$ cat config.mk
export PLATFORM = sky130hd
export DESIGN_NAME = alu381_serial
export DESIGN_NICKNAME = d
export VERILOG_FILES = /design/src/rtl/alu381_serial.sv
export SDC_FILE = /design/constraint.sdc
export NUM_CORES = 1
export LEC_CHECK = 0
export ABC_AREA = 1
export CORE_ASPECT_RATIO = 1.25
export CORE_MARGIN = 8
export CORE_UTILIZATION = 26
export CTS_CLUSTER_DIAMETER = 80
export DETAILED_ROUTE_END_ITERATION = 8
export PLACE_DENSITY = 0.5
export SLEW_MARGIN = 40
export SYNTH_ARGS = -nofsm -noshare
export SYNTH_HDL_FRONTEND = slang
export SYNTH_SLANG_ARGS = --single-unit
$ cat constraint.sdc
create_clock -name clk -period 9.5 [get_ports clk]
set_clock_uncertainty 0.05 [all_clocks]
set_input_delay 2.85 -clock clk [delete_from_list [all_inputs] [get_ports clk]]
set_output_delay 2.85 -clock clk [all_outputs]
set_load 0.01 [all_outputs]
$ cat src/rtl/alu381_serial.sv
// Digit-serial 74381-style ALU: one 4-bit slice per clock, LSB slice first, start/busy/done handshake.
// Optional accumulator chaining (acc_sel port) is compiled in when ALU_ACC_EN is defined.
module alu381_serial #(
    parameter int WIDTH = 16
) (
    input  logic             clk,
    input  logic             rst_n,
    input  logic             start,
    input  logic [2:0]       s,
    input  logic [WIDTH-1:0] a,
    input  logic [WIDTH-1:0] b,
    input  logic             cin,
`ifdef ALU_ACC_EN
    input  logic             acc_sel,
`endif
    output logic             busy,
    output logic             done,
    output logic [WIDTH-1:0] result,
    output logic             cout,
    output logic             zero
);

    localparam int N     = WIDTH / 4;
    localparam int CNT_W = (N > 1) ? $clog2(N) : 1;

    typedef enum logic [1:0] {
        IDLE = 2'd0,
        RUN  = 2'd1,
        DONE = 2'd2
    } state_t;

    state_t state, state_next;

    logic [WIDTH-1:0] a_q, b_q, shadow_q, shadow_next, result_q;
    logic [WIDTH-1:0] a_src;
    logic [2:0]       s_q;
    logic             carry_q, cout_q, zero_q;
    logic [CNT_W-1:0] k_q;
    logic [CNT_W+1:0] base;
    logic             accept, step, last_slice;
    logic [3:0]       a_sl, b_sl, f_sl;
    logic [4:0]       sum;
    logic             c_sl;

`ifdef ALU_ACC_EN
    assign a_src = acc_sel ? result_q : a;
`else
    assign a_src = a;
`endif

    // NOTE: state is updated with non-blocking assignments so every flop samples pre-edge values.
    always_ff @(posedge clk or negedge rst_n) begin
        if (!rst_n) state <= IDLE;
        else        state <= state_next;
    end

    assign last_slice = (k_q == CNT_W'(N - 1));

    always_comb begin
        state_next = state;
        case (state)
            IDLE:    if (start) state_next = RUN;
            RUN:     if (last_slice) state_next = DONE;
            DONE:    state_next = start ? RUN : IDLE;
            default: state_next = IDLE;
        endcase
    end

    always_comb begin
        busy   = (state == RUN);
        done   = (state == DONE);
        step   = (state == RUN);
        accept = start && (state != RUN);
    end

    // Slice k occupies bits 4k+3..4k of the latched operands.
    assign base = {k_q, 2'b00};
    assign a_sl = a_q[base +: 4];
    assign b_sl = b_q[base +: 4];

    // NOTE: every variable gets a default at the top of always_comb so no latch is inferred.
    always_comb begin
        sum  = '0;
        f_sl = '0;
        c_sl = 1'b0;
        case (s_q)
            3'b000: f_sl = 4'h0;
            3'b001: begin
                sum  = {1'b0, b_sl} + {1'b0, ~a_sl} + {4'd0, carry_q};
                f_sl = sum[3:0];
                c_sl = sum[4];
            end
            3'b010: begin
                sum  = {1'b0, a_sl} + {1'b0, ~b_sl} + {4'd0, carry_q};
                f_sl = sum[3:0];
                c_sl = sum[4];
            end
            3'b011: begin
                sum  = {1'b0, a_sl} + {1'b0, b_sl} + {4'd0, carry_q};
                f_sl = sum[3:0];
                c_sl = sum[4];
            end
            3'b100:  f_sl = a_sl ^ b_sl;
            3'b101:  f_sl = a_sl | b_sl;
            3'b110:  f_sl = a_sl & b_sl;
            default: f_sl = 4'hF;
        endcase
    end

    always_comb begin
        shadow_next            = shadow_q;
        shadow_next[base +: 4] = f_sl;
    end

    // NOTE: operand, carry and shadow registers are reset too, so no stale operation survives rst_n.
    always_ff @(posedge clk or negedge rst_n) begin
        if (!rst_n) begin
            a_q      <= '0;
            b_q      <= '0;
            s_q      <= '0;
            carry_q  <= 1'b0;
            k_q      <= '0;
            shadow_q <= '0;
            result_q <= '0;
            cout_q   <= 1'b0;
            zero_q   <= 1'b0;
        end else if (accept) begin
            a_q      <= a_src;
            b_q      <= b;
            s_q      <= s;
            carry_q  <= cin;
            k_q      <= '0;
            shadow_q <= '0;
        end else if (step) begin
            shadow_q <= shadow_next;
            carry_q  <= c_sl;
            k_q      <= k_q + 1'b1;
            // Visible outputs move only on the final slice.
            if (last_slice) begin
                result_q <= shadow_next;
                cout_q   <= c_sl;
                zero_q   <= (shadow_next == '0);
            end
        end
    end

    assign result = result_q;
    assign cout   = cout_q;
    assign zero   = zero_q;

endmodule
; Word level (Yosys, flattened, before mapping)
; Cells that the tools add are included.
[classes]
addsub = 8
n_mul = 0
div = 0
n_lt_le_gt_ge = 0
eq_ne = 12
n_shift = 4
n_mux = 13
n_bitwise = 6
reduce_logical = 7
[ops]
columns = cell, n
row1 = 16-bit two-way mux, 2
row2 = 16-bit by 5-bit indexed part select with 4-bit output, 2
row3 = 4-bit case mux with 7 select lines, 1
row4 = 16-bit bitwise mux, 1
row5 = 16-bit zero test, 1
row6 = 4-bit by 6-bit variable shift with 16-bit output (first input constant), 1
row7 = 4-bit by 6-bit indexed part select with 16-bit output, 1
row8 = 4-bit by 4-bit adder with 5-bit output, 3
row9 = 5-bit by 1-bit adder with 5-bit output, 3
row10 = 3-bit == test (second input constant), 3
row11 = 2-bit two-way mux, 4
row12 = 4-bit inverter, 2
row13 = 3-bit by 2-bit == test with 1-bit output (second input constant), 2
row14 = 4-bit negator with 6-bit output, 1
row15 = 2-bit case mux with 3 select lines, 1
row16 = 4-bit bitwise AND, 1
row17 = 2-bit == test (second input constant), 2
row18 = 2-bit by 1-bit != test with 1-bit output (second input constant), 2
row19 = 4-bit bitwise OR, 1
row20 = 4-bit bitwise XOR, 1
row21 = 3-bit by 1-bit == test with 1-bit output (second input constant), 1
row22 = 3-bit zero test, 1
row23 = 1-bit two-way mux, 3
row24 = 1-bit case mux with 3 select lines, 1
row25 = other kinds (9), 9
[totals]
regBits = 74
latch_bits = 0
ram_bits = 0
rom_bits = 0
in_bits = 39
wordCells = 60
memories = 0

; Logic depth before layout (Yosys ltp)
; Gate-level depths: netlist (run 1).
[logic_depth]
word_depth = 9
depth_mapped = 22
mapped_depth_nobuf = 20

; Worst setup path after synthesis (run 1)
; No wires, ideal clock.
[synth_timing]
path_kind = input-to-reg
start = input start
end = register a_q[0]
arrival_time_ns = 3.664
required_ns = 9.325
setup_slack_ns = 5.662
path_stages = 4
path_buffers = 2
cell_sequence = nand2_1 -> buf_2 -> buf_2 -> mux2_2
[synth_via]
elab_chain_len = 1
[synth_lines]
columns = item, line
row1 = start: declaration, 8  ; input logic start,
row2 = 1-bit logical AND, 73  ; accept = start && (state != RUN);
row3 = end signal: assignment, 128  ; a_q <= a_src;
row4 = end: declaration, 34  ; logic [WIDTH-1:0] a_q, b_q, shadow_q, shadow_next, result_q;
; No other way between the ends.
; A chain may end at the register's enable or synchronous reset.

; Worst setup path after layout (run 1)
[layout_timing]
start = register state[1]
end = output busy
[layout_via]
elab_chain_len = 1
[layout_lines]
columns = item, line
row1 = start: declaration, 32  ; state_t state, state_next;
row2 = start signal: assignment, 54  ; else state <= state_next;
row3 = 2-bit by 1-bit == test with 1-bit output, 70  ; busy = (state == RUN);
row4 = end: declaration, 16  ; output logic busy,
; No other way between the ends.

==> results of run 1 <==
## power by group
group / internal, mW / switching (mW) / leakage (nW) / total [mW]
Clock: 0.195 / 0.130 / 0.137 / 0.324
Combinational: 0.447 / 0.725 / 1.43 / 1.17
Sequential: 0.450 / 0.0936 / 0.937 / 0.544
## logic make-up after synthesis
| group | share of synthesized area [%] |
|---|---|
| simple gates | 21.9 |
| buf+inv | 7.23 |
| flops | 43.9 |
| compound gates | 9.72 |
| mux | 8.54 |
| fa+ha+maj | 8.77 |
## metal layers
layer | global-route usage, % | wire, um | up-vias
met1 | 11.8 | 4430 | 1628
met2 | 20.2 | 5660 | 51
met3 | 2.68 | 461 | 17
li1 | - | - | 1685
met4 | 4.66 | 218 | 0
met5 | 0 | 0 | -
## placed cells by master (no fill, tap or decap), drive strengths merged
| cell type | instances |
|---|---|
| clkinvlp | 1 |
| nor2 | 37 |
| nor4 | 1 |
| inv | 53 |
| a21o | 1 |
| dfrtp | 74 |
| nand2 | 130 |
| clkdlybuf4s50 | 57 |
| mux2 | 32 |
| a21oi | 22 |
| o22ai | 4 |
| nand3b | 1 |
| clkbuf | 12 |
| fa | 6 |
| a32o | 2 |
| a32oi | 8 |
| a22o | 7 |
| o21ai | 18 |
| nor3 | 1 |
| clkinv | 3 |
| ha | 20 |
| nand4 | 13 |
| buf | 3 |
| nand3 | 29 |
| o211ai | 2 |
## path summary, 6_finish.rpt
| check | start | to | slack, ns | depth (start not counted) |
|---|---|---|---|---|
| max | state[1] | busy | 4.41 | 4 |
| min | zero | zero | 0.43 | 2 |
| max reg2reg | k_q[1] | zero | 5.41 | 17 |
| min reg2reg | zero | zero | 0.43 | 2 |
| max in group asynchronous | rst_n | a_q[2] | 6.43 | 1 |
| min in group asynchronous | rst_n | result[9] | 2.46 | 1 |
## area by class of cell
| type | instances | share of cell area [%] |
|---|---|---|
| multi-input combinational | 334 | 39.2 |
| sequential | 74 | 35.1 |
| inverter | 55 | 3.96 |
| tap | 216 | 5.12 |
| clock inverter | 2 | 0.237 |
| clock buffer | 12 | 5.05 |
| timing repair buffer | 60 | 11.3 |
## sequential cells by signal, indices dropped and copies added, names as in the netlist
| register | flops |
|---|---|
| b_q | 16 |
| k_q | 2 |
| s_q | 3 |
| carry_q | 1 |
| cout | 1 |
| a_q | 16 |
| state | 2 |
| result | 16 |
| shadow_q | 16 |
| zero | 1 |
## critical path, cell delays in order (launching register included)
cell and delay [ns]:
dfrtp_1 0.35, inv_1 0.11, nand2_1 0.28, inv_1 0.46, clkdlybuf4s50_1 0.63
## through the flow
stage | utilization (%) | cells
finish | 32.8 | 753
detailed placement | 31.1 | 739
global route | 32.8 | 753
global placement | 31.0 | 739
floorplan | - | 482
CTS | 32.8 | 753
==> flow_summary.json, run 1 <==
{
  "ys.flop_type": "dfrtp_1",
  "dpl_worst_slack_ns": 4.81,
  "cp_data_required_time_ns": 6.60,
  "powerDensity_nw_per_um2": 387,
  "grt_first_pass_wirelength_um": 17600,
  "synth-async-reset-ratio_pct": 100,
  "yosysMostFrequentCell": "nand2_1",
  "grt_pass1_vias": 3563,
  "core_area_um2": 16100,
  "ant_nets": 0,
  "ctsHoldBuffers": 0,
  "syn_area_um2": 4220,
  "wl_um": 10800,
  "crit_arrival_ns": 2.19,
  "status": "complete, no violations",
  "syn_avg_cell_area_um2": 8.76,
  "cp-end-kind": "primary output",
  "min_period_over_period_pct": 53.6,
  "dieHeight_um": 158,
  "whs_ns": 0.426,
  "regArea_um2": 1850,
  "yosysSeqAreaShare_pct": 43.9,
  "grt_remaining_overflow": 0,
  "fill_cells": 1730,
  "synth_enable_flop_cells": 0,
  "design_area_um2": 5280,
  "tritoncts": "yes",
  "hold_viol": 0,
  "wire_per_inst_um": 14.3,
  "port_buffers": 58,
  "yosysTopAreaCell": "dfrtp_1",
  "grt_max_degree": 75,
  "synth_common_cells": "nand2_1, dfrtp_1, inv_1",
  "fmax_mhz": 197,
  "root_buffer": "clkbuf_16",
  "max-cap-violations": 0,
  "netlist.area_leader.share_pct": 43.9,
  "finalPower_mw": 2.04,
  "routabilityCongestion": 0.856,
  "drt_iter0_markers": 120,
  "cts_sinks": 74,
  "post_cts_resized": 0,
  "crit_type": "register to primary output",
  "path_clk_slew_ns": 0.06,
  "syn_nets": 547,
  "clk_latency_ns": 0.34,
  "netlist_instances": 482,
  "drc": 0,
  "cp-start-kind": "register",
  "yosysWarnings": 0,
  "cts_max_level": 3,
  "multi_input_area_um2": 2070,
  "nets": 599,
  "peakVddDrop_mv": 0.129,
  "via_per_inst": 4.49,
  "start_util_pct": 26.3,
  "slew_headroom_pct": 53.5,
  "chipWidth_um": 130,
  "diodes": 0,
  "setup_viol": 0,
  "grt_usage_pct": 11.0,
  "setup_ws_ns": 4.41,
  "area_growth_pct": 25.0,
  "tightest_slew_ns": 0.697,
  "cts-root-to-sink-buffers": 2,
  "synth.area.top_cells": "dfrtp_1, nand2_1, mux2_2, ha_1, inv_1",
  "dp_hpwl_um": 7980,
  "cts_setup_buffers": 0,
  "yosysUniqueCellTypes": 34,
  "p_leak_nw": 2.50,
  "drive_gt1_share_pct": 13.6,
  "antenna_found_initial": 0,
  "hp-class": "register to register",
  "cts_buffers": 9,
  "rsz0062_at_grt": "false",
  "path_max_fanout": 12,
  "finalMaxSlewViolations": 0,
  "dieArea_um2": 20600,
  "drtPass1Iterations": 4,
  "ys_ff_latch": 74,
  "dpl_cell_area_um2": 4990,
  "placement_rows": 52,
  "tns_ns": 0,
  "vias": 3381,
  "min_period_ns": 5.09,
  "ioPinCount": 59
}
No activity file was read; power rests on OpenSTA's default activity.
==> run 2, diff against run 1 <==
clock period = 5.3 ns   (was 9.5 ns; I/O delays follow)
==> run 2 against run 1 <==
- clock power rose by 90%
- critical path depth is 14 higher
- worst hold slack improved by 0.0041 ns
- largest cell class unchanged
- highest routed layer unchanged
- die area stayed put
- combinational power grew 80%
- non-clock buffer count up 3
- first-iteration DRC count increased by 97%
==> flow_summary.json, run 2 (synthesis gave the netlist of run 1 again) <==
{
  "status": "complete, no violations",
  "placement_rows": 52,
  "cts-root-to-sink-buffers": 2,
  "pwr-share-comb_pct": 56.9,
  "grt_usage_pct": 11.4,
  "finalMaxSlewViolations": 0,
  "cp-end-kind": "register",
  "core_area_um2": 16100,
  "ioPinCount": 59,
  "setup_ws_ns": 1.56,
  "ctsHoldBuffers": 0,
  "drive_gt1_share_pct": 13.7,
  "tritoncts": "yes",
  "drc": 0,
  "chipWidth_um": 130,
  "peakVddDrop_mv": 0.221,
  "min_period_ns": 3.74,
  "switching_share_pct": 46.1,
  "drt_iter0_markers": 236,
  "nets": 602,
  "area_growth_pct": 25.8,
  "setup_viol": 0,
  "wire_per_inst_um": 14.7,
  "crit_arrival_ns": 3.96,
  "root_buffer": "clkbuf_16",
  "slew_headroom_pct": 53.2,
  "cts_max_level": 3,
  "drtPass1Iterations": 4,
  "rsz0062_at_grt": "false",
  "start_util_pct": 26.3,
  "p_int_mw": 2.00,
  "via_per_inst": 4.49,
  "path_clk_slew_ns": 0.06,
  "antenna_found_initial": 0,
  "dieHeight_um": 158,
  "crit_type": "register to register",
  "post_cts_resized": 0,
  "rrSetupSlack_ns": 1.56,
  "routabilityCongestion": 0.855,
  "diodes": 0,
  "dpl_worst_slack_ns": 1.57,
  "fill_cells": 1716,
  "p_seq_share_pct": 26.5,
  "grt_first_pass_wirelength_um": 18200,
  "cp-start-kind": "register",
  "ant_nets": 0,
  "max-cap-violations": 0,
  "tns_ns": 0,
  "cts_sinks": 74,
  "p_leak_nw": 2.52,
  "port_buffers": 58,
  "path_max_fanout": 32,
  "clk_latency_ns": 0.34,
  "grt_pass1_vias": 3484,
  "powerDensity_nw_per_um2": 699,
  "hold_viol": 0,
  "grt_remaining_overflow": 0,
  "vias": 3403,
  "final_cell_mix": "nand2_1, dfrtp_1, clkdlybuf4s50_1, inv_1, mux2_2",
  "dp_hpwl_um": 8440,
  "hp-class": "register to register",
  "grt_max_degree": 75,
  "cp_data_required_time_ns": 5.52,
  "cts_setup_buffers": 0,
  "wl_um": 11200,
  "dieArea_um2": 20600,
  "min_period_over_period_pct": 70.5,
  "tightest_slew_ns": 0.702,
  "p_switching_mw": 1.71,
  "cts_buffers": 9,
  "mostFrequentLayoutCell": "nand2_1",
  "clkPwrFrac_pct": 16.6,
  "fmax_mhz": 268
}
==> run 2: cell count changes in the layout (fill, tap and decap cells not counted), sizes merged <==
cell and delta:
buf +3, clkinv +1, bufinv +1
==> run 2: worst paths after layout <==
check	startpoint	to	cells after the start
min in group asynchronous	rst_n	result[11]	1
max reg2reg	k_q[0]	zero	18
min	result[3]	result[3]	2
min reg2reg	result[3]	result[3]	2
max	k_q[0]	zero	18
max in group asynchronous	rst_n	a_q[2]	1
==> run 2: area by class of cell <==
type,instances,area [um^2],share of cell area [%]
inverters,55,209,3.93
repair buffers,63,619,11.7
multi-input cells,334,2060,38.9
clock inverters,4,51.3,0.966
clock buffers,12,246,4.64
well taps,216,270,5.09
flip-flops and latches,74,1850,34.9
==> run 2: power groups by stage <==
stage	Clock [mW]	Combinational (mW)	Sequential [mW]
final	0.616	2.11	0.983
after global routing	0.664	2.40	1.02
after floorplan	0	1.53	0.941
after CTS	0.642	2.14	0.987
after global placement	0	2.12	0.994
after detailed placement	0	2.13	0.995
==> run 2: routing by layer <==
metal	vias to the layer above	routed length, um	global-route usage (%)
met4	0	191	4.05
met5	-	0	0
met3	13	499	2.98
li1	1703	-	-
met1	1603	4820	13.6
met2	84	5640	19.3
==> run 2: critical path: stages (launching register included) <==
cell      delay (ns)
dfrtp_1         0.33
buf_4           0.31
clkinv_1        0.53
nand2_1         0.18
a32oi_1         0.18
fa_1            0.44
inv_1           0.10
fa_1            0.44
nand4_1         0.12
nand2_1         0.07
nor2_1          0.08
nand2_1         0.08
a21oi_1         0.22
nand3_1         0.11
nor2_1          0.12
nand2_1         0.07
nor2_1          0.09
nand3_1         0.08
nand2_1         0.06
==> run 2: through the flow <==
stage,instance area [um^2],power [mW],std cells,util [%],hold WS (ns)
2_1_floorplan,4220,2.47,482,-,0.403
3_3_place_gp,5010,3.11,742,31.2,0.420
5_1_grt,5310,4.08,758,33.1,0.462
6_report,5310,3.71,758,33.1,0.430
3_5_place_dp,5010,3.12,742,31.2,0.417
4_1_cts,5310,3.77,758,33.1,0.436
